==> config.mk <==
export PLATFORM = sky130hd
export DESIGN_NAME = hazard_ctrl_unit
export DESIGN_NICKNAME = d
export VERILOG_FILES = /design/src/rtl/hazard_pkg.sv /design/src/rtl/hazard_cmp.sv /design/src/rtl/hazard_ctrl_unit.sv
export SDC_FILE = /design/constraint.sdc
export NUM_CORES = 1
export LEC_CHECK = 0
export ABC_AREA = 1
export CORE_UTILIZATION = 55
export CTS_CLUSTER_DIAMETER = 200
export DETAILED_ROUTE_END_ITERATION = 12
export DONT_BUFFER_PORTS = 1
export PLACE_DENSITY = 0.7
export SLEW_MARGIN = 20
export SYNTH_ARGS = -nofsm -noshare
export SYNTH_HDL_FRONTEND = slang
export SYNTH_HIERARCHICAL = 1
export SYNTH_SLANG_ARGS = --single-unit
==> constraint.sdc <==
create_clock -name clk -period 1.4 [get_ports clk]
set_input_delay 0.21 -clock clk [delete_from_list [all_inputs] [get_ports clk]]
set_output_delay 0.21 -clock clk [all_outputs]
set_load 0.02 [all_outputs]
==> src/rtl/hazard_pkg.sv <==
// Shared types and constants for the hazard control unit: FSM states,
// pipeline-buffer indices and a small parameter helper.
package hazard_pkg;

  typedef enum logic [2:0] {
    IDLE,
    LOAD_STALL,
    INT_DRAIN,
    INT_ENTER,
    RET_FLUSH
  } state_t;

  localparam int BUF_IFID  = 0;
  localparam int BUF_IDEX  = 1;
  localparam int BUF_EXMEM = 2;
  localparam int BUF_MEMWB = 3;

  function automatic int max3(input int a, input int b, input int c);
    int m;
    m = (a > b) ? a : b;
    return (m > c) ? m : c;
  endfunction

endpackage

==> src/rtl/hazard_cmp.sv <==
// Load-use comparator: flags when the load in EX writes a register that the
// instruction in ID really reads, on either operand.
module hazard_cmp #(
  parameter int REG_AW = 3
) (
  input  logic              mem_read,
  input  logic [REG_AW-1:0] wr_addr,
  input  logic [REG_AW-1:0] src,
  input  logic              src_vld,
  input  logic [REG_AW-1:0] dst,
  input  logic              dst_vld,
  output logic              hit
);

  logic src_hit;
  logic dst_hit;

  // Bitwise AND with the valid bit keeps an undriven operand from matching.
  assign src_hit = src_vld & (src == wr_addr);
  assign dst_hit = dst_vld & (dst == wr_addr);
  assign hit     = mem_read & (src_hit | dst_hit);

endmodule

==> src/rtl/hazard_ctrl_unit.sv <==
// Sequential hazard control: load-use stalls, branch/return flushes and
// interrupt drain/entry, with a down-counter sizing each multi-cycle sequence.
module hazard_ctrl_unit
  import hazard_pkg::*;
#(
  parameter int               REG_AW         = 3,
  parameter int               N_BUF          = 4,
  parameter int               LOAD_STALL_CYC = 1,
  parameter int               INT_DRAIN_CYC  = 2,
  parameter int               RET_FLUSH_CYC  = 3,
  parameter logic [N_BUF-1:0] RET_FLUSH_MASK = 4'b0011
) (
  input  logic              clk,
  input  logic              rst,
  input  logic              mem_read_ex,
  input  logic [REG_AW-1:0] wr_addr_ex,
  input  logic [REG_AW-1:0] src_id,
  input  logic              src_vld_id,
  input  logic [REG_AW-1:0] dst_id,
  input  logic              dst_vld_id,
  input  logic              int_req,
  input  logic              branch_taken,
  input  logic              ret,
  output logic              stall,
  output logic [N_BUF-1:0]  flush,
  output logic              pc_hold,
  output logic              int_ack,
  output logic              busy
);

  localparam int CNT_MAX = max3(LOAD_STALL_CYC, INT_DRAIN_CYC, RET_FLUSH_CYC);
  localparam int CW      = $clog2(CNT_MAX) + 1;

  // The IDLE cycle that detects an event is itself the first cycle of the
  // load stall / return flush, so the counter covers the remaining ones.
  localparam logic [CW-1:0] LOAD_CNT_INIT =
    CW'((LOAD_STALL_CYC > 1) ? LOAD_STALL_CYC - 2 : 0);
  localparam logic [CW-1:0] RET_CNT_INIT =
    CW'((RET_FLUSH_CYC > 1) ? RET_FLUSH_CYC - 2 : 0);
  localparam logic [CW-1:0] INT_CNT_INIT = CW'(INT_DRAIN_CYC - 1);

  state_t          state;
  state_t          state_next;
  logic [CW-1:0]   cnt;
  logic [CW-1:0]   cnt_next;
  logic            int_pend;
  logic            int_pend_next;
  logic            busy_reg;

  logic            lu_hit;
  logic            stall_c;
  logic [N_BUF-1:0] flush_c;
  logic            pc_hold_c;
  logic            int_ack_c;

  logic [N_BUF-1:0] mask_br;
  logic [N_BUF-1:0] mask_bub;
  logic [N_BUF-1:0] mask_int;

  for (genvar gi = 0; gi < N_BUF; gi++) begin : g_mask
    assign mask_br[gi]  = (gi == BUF_IFID) || (gi == BUF_IDEX);
    assign mask_bub[gi] = (gi == BUF_IDEX);
    assign mask_int[gi] = (gi != BUF_MEMWB);
  end

  hazard_cmp #(
    .REG_AW (REG_AW)
  ) u_cmp (
    .mem_read (mem_read_ex),
    .wr_addr  (wr_addr_ex),
    .src      (src_id),
    .src_vld  (src_vld_id),
    .dst      (dst_id),
    .dst_vld  (dst_vld_id),
    .hit      (lu_hit)
  );

  always_comb begin
    state_next    = state;
    cnt_next      = cnt;
    int_pend_next = int_pend;
    stall_c       = 1'b0;
    flush_c       = '0;
    pc_hold_c     = 1'b0;
    int_ack_c     = 1'b0;

    case (state)
      IDLE: begin
        if (ret) begin
          flush_c       = RET_FLUSH_MASK;
          pc_hold_c     = 1'b1;
          int_pend_next = int_pend | int_req;
          if (RET_FLUSH_CYC > 1) begin
            state_next = RET_FLUSH;
            cnt_next   = RET_CNT_INIT;
          end
        end else if (branch_taken) begin
          // The dependent instruction is flushed, so a load-use hit is moot.
          flush_c       = mask_br;
          int_pend_next = int_pend | int_req;
        end else if (lu_hit) begin
          stall_c       = 1'b1;
          flush_c       = mask_bub;
          int_pend_next = int_pend | int_req;
          if (LOAD_STALL_CYC > 1) begin
            state_next = LOAD_STALL;
            cnt_next   = LOAD_CNT_INIT;
          end
        end else if (int_req || int_pend) begin
          stall_c       = 1'b1;
          pc_hold_c     = 1'b1;
          int_pend_next = 1'b0;
          state_next    = INT_DRAIN;
          cnt_next      = INT_CNT_INIT;
        end
      end

      LOAD_STALL: begin
        stall_c       = 1'b1;
        flush_c       = mask_bub;
        int_pend_next = int_pend | int_req;
        if (cnt == '0) state_next = IDLE;
        else           cnt_next   = cnt - CW'(1);
      end

      INT_DRAIN: begin
        stall_c   = 1'b1;
        pc_hold_c = 1'b1;
        if (branch_taken || ret) flush_c = mask_br;
        if (cnt == '0) state_next = INT_ENTER;
        else           cnt_next   = cnt - CW'(1);
      end

      INT_ENTER: begin
        int_ack_c  = 1'b1;
        flush_c    = mask_int;
        state_next = IDLE;
      end

      RET_FLUSH: begin
        flush_c       = RET_FLUSH_MASK;
        pc_hold_c     = 1'b1;
        int_pend_next = int_pend | int_req;
        if (cnt == '0) state_next = IDLE;
        else           cnt_next   = cnt - CW'(1);
      end

      default: begin
        state_next = IDLE;
        cnt_next   = '0;
      end
    endcase
  end

  always_ff @(posedge clk or negedge rst) begin
    if (!rst) begin
      state    <= IDLE;
      cnt      <= '0;
      int_pend <= 1'b0;
      busy_reg <= 1'b0;
    end else begin
      state    <= state_next;
      cnt      <= cnt_next;
      int_pend <= int_pend_next;
      busy_reg <= (state_next != IDLE);
    end
  end

  // Reset gates the combinational IDLE decode so outputs drop immediately.
  assign stall   = rst & stall_c & ~flush_c[BUF_IFID];
  assign flush   = flush_c & {N_BUF{rst}};
  assign pc_hold = rst & pc_hold_c;
  assign int_ack = rst & int_ack_c;
  assign busy    = busy_reg;

endmodule

==> impl_metrics.toml <==
[die]
die_y_um = 39.9
initial_core_util = 0.599
coreArea_um2 = 1320
rows = 13
die_x_um = 39.9
die-area_um2 = 1590
io_pins = 25

[placement]
pre_cts_ws_ns = -0.0679
io_buffers = 0
gp_congestion = 0.688
hpwl_um = 1320

[yosys]
yosysMostFrequentCell = "nand2_1"
postSynthCellCount = 128
synth_area_leaders = "dfrtp_1 (25%), nand2_1 (20%), inv_1 (13%)"
synth_nets = 147
synth_ff_type = "dfrtp_1"
synth-edff-count = 0
ys_warn_count = 6
async_flop_share = 1.00
yosysSeqAreaShare = 0.254
synth.cell_area_um2 = 790
synth_cell_type_count = 24
synth_common_cells = "nand2_1 (42), inv_1 (27), nor2_1 (15)"
yosys.area.top_type = "dfrtp_1"
synth-seq-cells = 8
yosys.area.top_type_share = 0.254
syn-mean-instance-area_um2 = 6.17

[final_layout]
fin_util = 0.745
nets = 167
n_antenna_cell = 0
drive_gt1_frac = 0.288
reg_top3 = "cnt: 3 flops, state: 3 flops"
syn_to_final_growth_pct = 24.2

[drt]
routed_wl_um = 1650
vias = 801
route.detailed.drc = 0
wire_per_inst_um = 10.2
m1WireLength_um = 746
wl_met3_um = 91
drtAntennaViolNets = 0
highest_layer = "met4"
dr_wl_met2_um = 792
drtPass1Iterations = 4
viasPerCell = 4.98
initialDrtViolationCount = 9

[timing]
finalHoldViolCount = 0
min_period_ns = 1.59
setup_viol = 5
final-max-slew-violation-count = 0
layout_worst_path_cycle_share = 1.13
finalSetupTns_ns = -0.650
rsz0062_at_grt = "true"
finClkSkew_ns = 0.00413
timing.fmax_mhz = 631
fin_ws_ns = -0.186

[pwr]
ir_drop_v = 0.00120
powerDensity_nw_per_um2 = 2110
total_leakage_power_nw = 0.610
fin_total_pwr_w = 0.00207

[worst_setup_path]
path_class = "reg2out"
cp.arrival_ns = 1.38
cp.required_ns = 1.19
cp-start-kind = "flop"
critPathMaxFanout = 5
end_kind = "output pin"

[clock_network]
cts_root_buf = "clkbuf_4"
clk_pin_slew_ns = 0.05
h-tree-depth = 1
cts.sinks = 8
numCtsBuffers = 3
clk_latency_ns = 0.25
cts_tree = "built"
clk_path_buf_depth = 2

[global_routing]
grt_pass1_wl_um = 2590
overflow = 0
grt_pass1_vias = 714
grt_usage = 0.247
antenna_found_initial = 0
grt_max_degree = 9

[run_status]
violations = "negative setup slack"
status = "finished with violations"

[job]
maxCapViolCount = 0

[worst_hold_path]
min_path_type = "in2reg"
## logic make-up (layout without fill, tap and decap cells)
logic type      count (synthesis)  count (layout)  synth area share
simple gates                   76              76             0.479
buf+inv                        31              49             0.152
compound gates                  9               9            0.0682
flops                           8               8             0.254
fa+ha+maj                       2               2            0.0317
other cells                     1               1           0.00475
xor+xnor                        1               1            0.0111
## worst paths after layout
kind	from	slack (ns)	endpoint	cells past startpoint
worst max-delay path	state[1]$_DFF_PN0_	-0.19	pc_hold	6
worst min-delay path	ret	0.22	state[1]$_DFF_PN0_	3
worst max register to register	state[1]$_DFF_PN0_	0.09	cnt[1]$_DFFE_PN0P_	7
worst min register to register	cnt[1]$_DFFE_PN0P_	0.48	cnt[1]$_DFFE_PN0P_	2
max in group asynchronous	rst	0.80	state[1]$_DFF_PN0_	1
min in group asynchronous	rst	0.31	int_pend$_DFFE_PN0P_	1
## final cells by class
class	instances	area, µm²
clock buffer	3	22.5
fill	119	337
tap	15	18.8
sequential	8	203
timing repair buffer	16	123
inverter	30	118
multi-input combinational	89	497
## power by group
group | switching [W] | internal (W)
Clock | 0.0000766 | 0.0000980
Sequential | 0.000117 | 0.000342
Combinational | 0.000821 | 0.000613
Total | 0.00101 | 0.00105
## metal layers
metal,track usage,vias to the layer above
met3,0.0455,4
li1,-,421
met5,0,-
met1,0.300,347
met2,0.411,29
met4,0.112,0
## stage by stage
step                      area (µm²)  hold slack (ns)  cells
final                            981            0.223    161
after global routing             981            0.237    161
after CTS                        965            0.220    160
after detailed placement         895          -0.0853    154
after global placement           895          -0.0853    154
after floorplan                  793          -0.0856    128
## worst max-delay path, cell delays in order, from the launching register on
cell and delay, ns:
dfrtp_2 0.45, buf_4 0.15, nand3_2 0.08, inv_1 0.06, a21oi_1 0.15, a21oi_2 0.07, buf_4 0.15
## placed cells by master, fill, tap and decap left out, drive strengths merged, types with 2 or more instances in the layout
| cell type | instances |
|---|---|
| nor2 | 17 |
| ha | 2 |
| o21ai | 3 |
| clkbuf | 3 |
| inv | 30 |
| nand3 | 12 |
| buf | 15 |
| a21oi | 3 |
| dfrtp | 8 |
| nand2 | 45 |
| nor3 | 2 |
## timing repair
| action | 4_1_cts | 5_1_grt |
|---|---|---|
| setup endpoints to repair | 6 | 10 |
| hold endpoints to repair | 8 | 0 |
| gates resized for setup | 7 | 4 |
| hold buffers | 1 | 0 |
| setup buffers | 2 | 1 |
| pin swaps | 1 | 1 |
(Power assumes the default switching activity.)
